### config.mk
export PLATFORM = sky130hd
export DESIGN_NAME = driver_controller
export DESIGN_NICKNAME = d
export VERILOG_FILES = /design/src/rtl/driver_pkg.sv /design/src/rtl/lat_window_gen.sv /design/src/rtl/driver_controller.sv
export SDC_FILE = /design/constraint.sdc
export NUM_CORES = 1
export LEC_CHECK = 0
export ABC_AREA = 1
export CAP_MARGIN = 20
export CORE_ASPECT_RATIO = 0.75
export CORE_MARGIN = 4
export CORE_UTILIZATION = 28
export CTS_CLUSTER_DIAMETER = 120
export DETAILED_ROUTE_END_ITERATION = 12
export SYNTH_ARGS = -nofsm -noshare
export SYNTH_HDL_FRONTEND = slang
export SYNTH_SLANG_ARGS = --single-unit
### constraint.sdc
create_clock -name clk_33 -period 3.8 [get_ports clk_33]
set_clock_uncertainty 0.05 [all_clocks]
set_input_delay 0.38 -clock clk_33 [delete_from_list [all_inputs] [get_ports clk_33]]
set_output_delay 0.38 -clock clk_33 [all_outputs]
set_load 0.01 [all_outputs]
### src/rtl/driver_pkg.sv
`default_nettype none
//------------------------------------------------------------------------------
// Module      : driver_pkg
// Description : Shared types and constants for the LED driver controller.
//               It holds the controller state encoding, the LAT command
//               widths (counted in SCLK pulses) and the channel count of one
//               TLC5957-class driver.
// Revision    : 1.0 - initial release
//------------------------------------------------------------------------------
package driver_pkg;

  typedef enum logic [2:0] {
    IDLE      = 3'd0,
    CFG_EN    = 3'd1,
    CFG_WRITE = 3'd2,
    STREAM    = 3'd3,
    BLANK     = 3'd4
  } drv_state_t;

  // LAT high time, in SCLK pulses, for each driver command
  localparam int WRTGS_LAT   = 1;
  localparam int LATGS_LAT   = 3;
  localparam int WRTFC_LAT   = 5;
  localparam int FCWRTEN_LAT = 15;

  // grayscale channels per driver (16 RGB LEDs)
  localparam int CHANNELS = 48;

  function automatic int max_int(input int a, input int b);
    return (a > b) ? a : b;
  endfunction

endpackage
`default_nettype wire

### src/rtl/lat_window_gen.sv
`default_nettype none
//------------------------------------------------------------------------------
// Module      : lat_window_gen
// Description : Asserts LAT for the final i_width strobes of a sequence whose
//               strobes are numbered 0..i_last by i_count.  One instance serves
//               the FCWRTEN, WRTFC, WRTGS and LATGS commands.
// Ports       : i_count  strobe index of the current cycle
//               i_last   index of the final strobe of the sequence
//               i_width  number of trailing strobes with LAT high (0 = none)
//               o_lat    LAT request for this strobe
// Revision    : 1.0 - initial release
//------------------------------------------------------------------------------
module lat_window_gen #(
  parameter int CNT_W = 8
) (
  input  logic [CNT_W-1:0] i_count,
  input  logic [CNT_W-1:0] i_last,
  input  logic [CNT_W-1:0] i_width,
  output logic             o_lat
);

  // One extra bit so count + width cannot wrap around
  logic [CNT_W:0] w_count_plus_width;

  assign w_count_plus_width = {1'b0, i_count} + {1'b0, i_width};

  // count in (last - width, last]  <=>  count <= last && count + width > last
  assign o_lat = (i_count <= i_last) && (w_count_plus_width > {1'b0, i_last});

endmodule
`default_nettype wire

### src/rtl/driver_controller.sv
`default_nettype none
//------------------------------------------------------------------------------
// Module      : driver_controller
// Description : Drives NB_DRIVERS daisy-free TLC5957-class LED drivers.  It
//               paces the upstream framebuffer with driver_ready, forwards the
//               per-cycle data word onto the SIN lines, builds the LAT
//               command windows (FCWRTEN/WRTFC, WRTGS/LATGS), inserts the
//               inter-column blanking interval and rewrites the common
//               configuration register at column boundaries.
// Ports       : clk_33                  system clock
//               nrst                    asynchronous active-low reset
//               data                    one bit per driver, valid 1 cycle
//                                       after driver_ready
//               driver_ready            request one data word next cycle
//               config_data             configuration word, MSB first
//               new_config_available    capture pulse for config_data
//               new_configuration_ready pulse when WRTFC completes
//               drv_sin                 serial data to the drivers
//               drv_sclk_en             forward one SCLK pulse this cycle
//               drv_lat                 LAT line
//               drv_gclk_en             GCLK forwarding enable
// Revision    : 1.0 - initial release
//------------------------------------------------------------------------------
module driver_controller
  import driver_pkg::*;
#(
  parameter int POKER_MODE      = 9,
  parameter int LED_PER_DRIVER  = CHANNELS / 3,
  parameter int NB_DRIVERS      = 30,
  parameter int BLANKING_CYCLES = 72,
  parameter int CONFIG_WIDTH    = 48
) (
  input  logic                    clk_33,
  input  logic                    nrst,
  input  logic [NB_DRIVERS-1:0]   data,
  output logic                    driver_ready,
  input  logic [CONFIG_WIDTH-1:0] config_data,
  input  logic                    new_config_available,
  output logic                    new_configuration_ready,
  output logic [NB_DRIVERS-1:0]   drv_sin,
  output logic                    drv_sclk_en,
  output logic                    drv_lat,
  output logic                    drv_gclk_en
);

  localparam int C_CHANNELS  = 3 * LED_PER_DRIVER;
  localparam int C_REQ_TOTAL = C_CHANNELS * POKER_MODE;
  localparam int CNT_W   = $clog2(max_int(max_int(BLANKING_CYCLES, CONFIG_WIDTH),
                                          max_int(C_CHANNELS, FCWRTEN_LAT + 1)) + 1);
  localparam int CHAN_W  = $clog2(C_CHANNELS);
  localparam int PLANE_W = $clog2(POKER_MODE + 1);
  localparam int REQ_W   = $clog2(C_REQ_TOTAL + 1);

  localparam logic [CNT_W-1:0]   C_FCWRTEN_LAST = CNT_W'(FCWRTEN_LAT - 1);
  localparam logic [CNT_W-1:0]   C_FCWRTEN_END  = CNT_W'(FCWRTEN_LAT);
  localparam logic [CNT_W-1:0]   C_FCWRTEN_W    = CNT_W'(FCWRTEN_LAT);
  localparam logic [CNT_W-1:0]   C_WRTFC_LAST   = CNT_W'(CONFIG_WIDTH - 1);
  localparam logic [CNT_W-1:0]   C_WRTFC_W      = CNT_W'(WRTFC_LAT);
  localparam logic [CNT_W-1:0]   C_CHAN_LAST_W  = CNT_W'(C_CHANNELS - 1);
  localparam logic [CNT_W-1:0]   C_WRTGS_W      = CNT_W'(WRTGS_LAT);
  localparam logic [CNT_W-1:0]   C_LATGS_W      = CNT_W'(LATGS_LAT);
  localparam logic [CNT_W-1:0]   C_BLANK_LAST   = CNT_W'(BLANKING_CYCLES - 1);
  localparam logic [CHAN_W-1:0]  C_CHAN_LAST    = CHAN_W'(C_CHANNELS - 1);
  localparam logic [PLANE_W-1:0] C_PLANE_LAST   = PLANE_W'(POKER_MODE - 1);
  localparam logic [REQ_W-1:0]   C_REQ_TOTAL_V  = REQ_W'(C_REQ_TOTAL);

  drv_state_t r_state;
  drv_state_t w_next_state;

  logic [CNT_W-1:0]        r_cnt;
  logic [REQ_W-1:0]        r_req_cnt;
  logic [CHAN_W-1:0]       r_chan_cnt;
  logic [PLANE_W-1:0]      r_plane_cnt;
  logic                    r_ready_d;
  logic                    r_config_pending;
  logic                    r_configured;
  logic                    r_gclk_seen;
  logic [CONFIG_WIDTH-1:0] r_cfg_reg;
  logic [CONFIG_WIDTH-1:0] r_cfg_shift;

  logic [NB_DRIVERS-1:0]   r_drv_sin;
  logic                    r_drv_sclk_en;
  logic                    r_drv_lat;
  logic                    r_drv_gclk_en;
  logic                    r_new_cfg_ready;

  logic                    w_cfg_en_done;
  logic                    w_cfg_write_done;
  logic                    w_last_chan;
  logic                    w_last_plane;
  logic                    w_column_done;
  logic                    w_blank_done;
  logic                    w_strobe;

  logic [CNT_W-1:0]        w_win_count;
  logic [CNT_W-1:0]        w_win_last;
  logic [CNT_W-1:0]        w_win_width;
  logic                    w_win_lat;

  logic [NB_DRIVERS-1:0]   w_sin;
  logic                    w_sclk_en;
  logic                    w_lat;
  logic                    w_gclk_en;

  // driver_ready delayed by one cycle marks the cycle in which data is valid
  assign w_strobe         = r_ready_d;
  assign w_last_chan      = (r_chan_cnt == C_CHAN_LAST);
  assign w_last_plane     = (r_plane_cnt == C_PLANE_LAST);
  assign w_cfg_en_done    = (r_state == CFG_EN)    && (r_cnt == C_FCWRTEN_END);
  assign w_cfg_write_done = (r_state == CFG_WRITE) && (r_cnt == C_WRTFC_LAST);
  assign w_column_done    = (r_state == STREAM) && w_strobe && w_last_chan && w_last_plane;
  assign w_blank_done     = (r_state == BLANK)  && (r_cnt == C_BLANK_LAST);

  assign driver_ready = (r_state == STREAM) && (r_req_cnt != C_REQ_TOTAL_V);

  //--------------------------------------------------------------------------
  // FSM: state register
  //--------------------------------------------------------------------------
  always_ff @(posedge clk_33 or negedge nrst) begin
    if (!nrst) begin
      r_state <= IDLE;
    end else begin
      r_state <= w_next_state;
    end
  end

  //--------------------------------------------------------------------------
  // FSM: next-state logic
  //--------------------------------------------------------------------------
  always_comb begin
    w_next_state = r_state;
    case (r_state)
      IDLE: begin
        if (r_config_pending) begin
          w_next_state = CFG_EN;
        end else if (r_configured) begin
          w_next_state = STREAM;
        end
      end
      CFG_EN: begin
        if (w_cfg_en_done) w_next_state = CFG_WRITE;
      end
      CFG_WRITE: begin
        if (w_cfg_write_done) w_next_state = STREAM;
      end
      STREAM: begin
        if (w_column_done) w_next_state = BLANK;
      end
      BLANK: begin
        if (w_blank_done) w_next_state = r_config_pending ? CFG_EN : STREAM;
      end
      default: w_next_state = IDLE;
    endcase
  end

  //--------------------------------------------------------------------------
  // LAT window selection: one generator shared by all four commands
  //--------------------------------------------------------------------------
  always_comb begin
    w_win_count = '0;
    w_win_last  = '0;
    w_win_width = '0;
    case (r_state)
      CFG_EN: begin
        w_win_count = r_cnt;
        w_win_last  = C_FCWRTEN_LAST;
        w_win_width = C_FCWRTEN_W;
      end
      CFG_WRITE: begin
        w_win_count = r_cnt;
        w_win_last  = C_WRTFC_LAST;
        w_win_width = C_WRTFC_W;
      end
      STREAM: begin
        w_win_count = CNT_W'(r_chan_cnt);
        w_win_last  = C_CHAN_LAST_W;
        // the last bit plane closes the column with LATGS instead of WRTGS
        w_win_width = w_last_plane ? C_LATGS_W : C_WRTGS_W;
      end
      default: begin
        w_win_count = '0;
      end
    endcase
  end

  lat_window_gen #(
    .CNT_W (CNT_W)
  ) u_lat_window_gen (
    .i_count (w_win_count),
    .i_last  (w_win_last),
    .i_width (w_win_width),
    .o_lat   (w_win_lat)
  );

  //--------------------------------------------------------------------------
  // FSM: output logic (registered below so SIN, SCLK and LAT stay aligned)
  //--------------------------------------------------------------------------
  always_comb begin
    w_sin     = '0;
    w_sclk_en = 1'b0;
    w_lat     = 1'b0;
    w_gclk_en = 1'b0;
    case (r_state)
      CFG_EN: begin
        // the final counter value is the one-cycle gap before WRTFC
        w_sclk_en = (r_cnt < C_FCWRTEN_END);
        w_lat     = w_win_lat;
      end
      CFG_WRITE: begin
        w_sclk_en = 1'b1;
        w_sin     = {NB_DRIVERS{r_cfg_shift[CONFIG_WIDTH-1]}};
        w_lat     = w_win_lat;
      end
      STREAM: begin
        w_sclk_en = w_strobe;
        w_sin     = w_strobe ? data : '0;
        w_lat     = w_strobe & w_win_lat;
        w_gclk_en = r_gclk_seen;
      end
      BLANK: begin
        w_gclk_en = r_gclk_seen;
      end
      default: begin
        w_sclk_en = 1'b0;
      end
    endcase
  end

  always_ff @(posedge clk_33 or negedge nrst) begin
    if (!nrst) begin
      r_drv_sin       <= '0;
      r_drv_sclk_en   <= 1'b0;
      r_drv_lat       <= 1'b0;
      r_drv_gclk_en   <= 1'b0;
      r_new_cfg_ready <= 1'b0;
    end else begin
      r_drv_sin       <= w_sin;
      r_drv_sclk_en   <= w_sclk_en;
      r_drv_lat       <= w_lat;
      r_drv_gclk_en   <= w_gclk_en;
      r_new_cfg_ready <= w_cfg_write_done;
    end
  end

  //--------------------------------------------------------------------------
  // Counters
  //--------------------------------------------------------------------------
  always_ff @(posedge clk_33 or negedge nrst) begin
    if (!nrst) begin
      r_cnt       <= '0;
      r_req_cnt   <= '0;
      r_chan_cnt  <= '0;
      r_plane_cnt <= '0;
      r_ready_d   <= 1'b0;
    end else begin
      r_ready_d <= driver_ready;

      // phase counter restarts on every state change
      if (w_next_state != r_state) begin
        r_cnt <= '0;
      end else if ((r_state == CFG_EN) || (r_state == CFG_WRITE) || (r_state == BLANK)) begin
        r_cnt <= r_cnt + 1'b1;
      end

      if (r_state != STREAM) begin
        r_req_cnt <= '0;
      end else if (driver_ready) begin
        r_req_cnt <= r_req_cnt + 1'b1;
      end

      if (r_state != STREAM) begin
        r_chan_cnt  <= '0;
        r_plane_cnt <= '0;
      end else if (w_strobe) begin
        if (w_last_chan) begin
          r_chan_cnt  <= '0;
          r_plane_cnt <= w_last_plane ? '0 : r_plane_cnt + 1'b1;
        end else begin
          r_chan_cnt  <= r_chan_cnt + 1'b1;
        end
      end
    end
  end

  //--------------------------------------------------------------------------
  // Configuration capture and flags
  //--------------------------------------------------------------------------
  always_ff @(posedge clk_33 or negedge nrst) begin
    if (!nrst) begin
      r_cfg_reg        <= '0;
      r_cfg_shift      <= '0;
      r_config_pending <= 1'b0;
      r_configured     <= 1'b0;
      r_gclk_seen      <= 1'b0;
    end else begin
      // a capture coinciding with the end of WRTFC keeps the request pending
      if (new_config_available) begin
        r_cfg_reg        <= config_data;
        r_config_pending <= 1'b1;
      end else if (w_cfg_write_done) begin
        r_config_pending <= 1'b0;
      end

      // snapshot at the start of WRTFC so a late capture cannot tear the word
      if (w_cfg_en_done) begin
        r_cfg_shift <= r_cfg_reg;
      end else if (r_state == CFG_WRITE) begin
        r_cfg_shift <= {r_cfg_shift[CONFIG_WIDTH-2:0], 1'b0};
      end

      if (w_cfg_write_done) r_configured <= 1'b1;
      if (w_column_done)    r_gclk_seen  <= 1'b1;
    end
  end

  assign drv_sin                 = r_drv_sin;
  assign drv_sclk_en             = r_drv_sclk_en;
  assign drv_lat                 = r_drv_lat;
  assign drv_gclk_en             = r_drv_gclk_en;
  assign new_configuration_ready = r_new_cfg_ready;

endmodule
`default_nettype wire

==> results.json <==
{
  "synth_seq_area_share_pct": 55.9,
  "die_y_um": 148,
  "power.leakage_nw": 4.36,
  "cts_made_buffers": 17,
  "dpl.hpwl_um": 11500,
  "rows": 50,
  "drv_cap": 0,
  "pwr-share-clk_pct": 42.6,
  "internal-power_mw": 2.85,
  "crit_path_end_kind": "flip-flop",
  "fin_crit_ps": 3150,
  "status": "completed",
  "initial_core_util_pct": 28.9,
  "register_area_sq_um": 4080,
  "drt-total-wl_um": 16800,
  "crit_path_end": "drv_lat",
  "synth.avg_cell_area_sq_um": 8.80,
  "async_reset_ff_share_pct": 100,
  "cts_buffer_depth": 2,
  "grt_antenna_before_repair": 0,
  "numClockSinks": 163,
  "syn2layout_area_growth_pct": 27.9,
  "hold_path_class": "reg -> reg",
  "slew_headroom_pct": 46.8,
  "slew_violations": 0,
  "tightest_slew_ps": 797,
  "rsz0062_at_grt": "false",
  "switching_share_pct": 24.4,
  "synth_nets": 930,
  "power.density_nw_per_um2": 403,
  "vias": 5597,
  "final_cell_mix": "nand2_1 (311), dfrtp_1 (163), clkdlybuf4s50_1 (113)",
  "drt_iter0_drc": 315,
  "io_pins": 116,
  "grt_max_degree": 96,
  "synth_cells": 829,
  "hold_violations": 0,
  "synth.cell_area_sq_um": 7300,
  "cp_max_fo": 4,
  "grt_pass1_vias": 5717,
  "fp.dieW_um": 194,
  "sequentialPowerShare_pct": 49.4,
  "fill_cells": 2624,
  "multi_input_area_sq_um": 2670,
  "ir_drop_v": 0.000309,
  "finalPower_mw": 3.76,
  "crit_arrival_ps": 3390,
  "critPathLaunchType": "flip-flop",
  "r2r_setup_slack_ps": 650,
  "synth_cell_type_count": 39,
  "coreArea_sq_um": 25300,
  "comb_power_share_pct": 8.0,
  "final-setup-viol-count": 0,
  "io_buffers": 115,
  "p_sw_mw": 0.917,
  "htreeDepth": 4,
  "gp_congestion": 0.858,
  "drive_above_1_share_pct": 6.00,
  "nets": 1039,
  "grt-ovfl-total": 0,
  "fin_crit_sh_pct": 82.8,
  "antenna_cells": 0,
  "clk_latency_ps": 420,
  "worst-setup-path-type": "reg -> reg",
  "fmax_ghz": 0.318,
  "drc_errors": 0,
  "final_common_cell": "nand2_1",
  "reg2reg_depth": 18,
  "die_area_sq_um": 28700,
  "critical_path.startpoint": "r_plane_cnt[0]",
  "grt_use_total_pct": 12.1,
  "r2r-end": "drv_lat",
  "wl_per_cell_um": 13.1,
  "synth_warnings": 0,
  "grt_first_pass_wirelength_um": 29100,
  "cp_data_required_time_ps": 4050,
  "yosys_most_used_dff": "dfrtp_1",
  "cts_root_buf": "clkbuf_16",
  "cts_tree": "yes",
  "synth_edf_count": 0,
  "r2r-start": "r_plane_cnt[0]",
  "routed_via_density": 4.35,
  "clk_pin_slew_ps": 60,
  "antenna_left": 0,
  "first_pass_iters": 4,
  "fin_tns_setup_ps": 0,
  "synth-seq-cells": 163
}
final cells by class:
type	instances	area share, %
clock inverters	12	1.02
multi-input cells	526	28.6
repair buffers	122	13.0
well taps	338	4.53
clock buffers	19	4.75
inverters	108	4.36
flip-flops and latches	163	43.7
power groups by stage:
stage          Combinational [mW]  Clock [mW]  Sequential (mW)
3_5_place_dp                0.310           0             1.89
2_1_floorplan              0.0882           0             1.90
6_report                    0.301        1.60             1.86
4_1_cts                     0.312        1.67             1.86
5_1_grt                     0.340        1.74             1.87
3_3_place_gp                0.307           0             1.89
critical path, stage by stage, from the launching register on:
cell     delay [ps]
dfrtp_1         380
inv_1           100
ha_1            150
nand2_1          40
nor2_1          240
inv_1           100
o21ai_0         330
inv_1           110
fa_1            450
xnor2_1         190
ha_1            260
nand2_1          70
a21oi_1          40
o21ai_0         180
nand3_1         100
nand2_1          70
nand2_1          60
nand2_1          50
nor2_1           50
stage by stage:
step | cells | util (%) | setup slack, ps | hold slack, ps | instance area (sq um)
floorplan | 829 | - | 1010 | 34.4 | 7300
global placement | 1256 | 34.8 | 789 | 385 | 8780
detailed placement | 1256 | 34.8 | 678 | 391 | 8780
CTS | 1288 | 36.9 | 653 | 409 | 9330
global route | 1288 | 36.9 | 267 | 417 | 9330
finish | 1288 | 36.9 | 652 | 401 | 9330
metal layers:
metal  vias to the layer above  GRT usage (%)  part of all wire (%)
li1                       2864              -                     -
met1                      2637           17.3                    50
met2                        88           18.2                    45
met3                         8           3.55                   4.8
met4                         0           2.49                  0.59
met5                         -              0                     0
how the worst min path moves through the flow:
stage                      from       endpoint  slack, ps  cells after the start
CTS                    data[25]    drv_sin[25]        410                      3
finish              r_gclk_seen    r_gclk_seen        400                      2
global route           data[24]    drv_sin[24]        420                      3
floorplan                  nrst    drv_gclk_en         30                      0
detailed placement         nrst  r_cfg_reg[24]        390                      1
global placement           nrst  r_cfg_reg[23]        390                      1
logic make-up after synthesis:
group	after synthesis	synth area share, %
AOI/OAI and AO/OA	98	9.43
xor gates and xnor gates	10	1.20
adders and majority gates	20	3.53
buffers and inverters	140	7.51
DFF	163	55.9
and+or+nand+nor	398	22.4
synthesized netlist by cell type, types with 2 or more instances:
master	instances	area share [%]
inv_2	5	0.26
buf_1	5	0.26
clkbuf_1	18	0.93
o21ai_0	22	1.5
o21bai_1	2	0.21
a21oi_1	15	1.0
xor2_1	8	0.96
xnor2_1	2	0.24
nor3_1	6	0.41
nand4_1	7	0.60
nor2_1	41	2.1
nand2_2	5	0.43
nand3_4	3	0.72
a211oi_1	3	0.31
o21ai_1	2	0.14
nand3_1	17	1.2
ha_1	19	3.3
buf_4	4	0.41
buf_2	5	0.34
nand2_1	311	16
inv_1	102	5.2
dfrtp_1	163	56
o22ai_1	4	0.34
o221ai_1	45	5.4
what timing repair did:
action / in CTS / in global routing
buffers inserted: 0 / 0
gates resized for setup: 0 / 0
hold endpoints to repair: 68 / 0
hold buffers: 1 / 0
(Power assumes the default switching activity.)
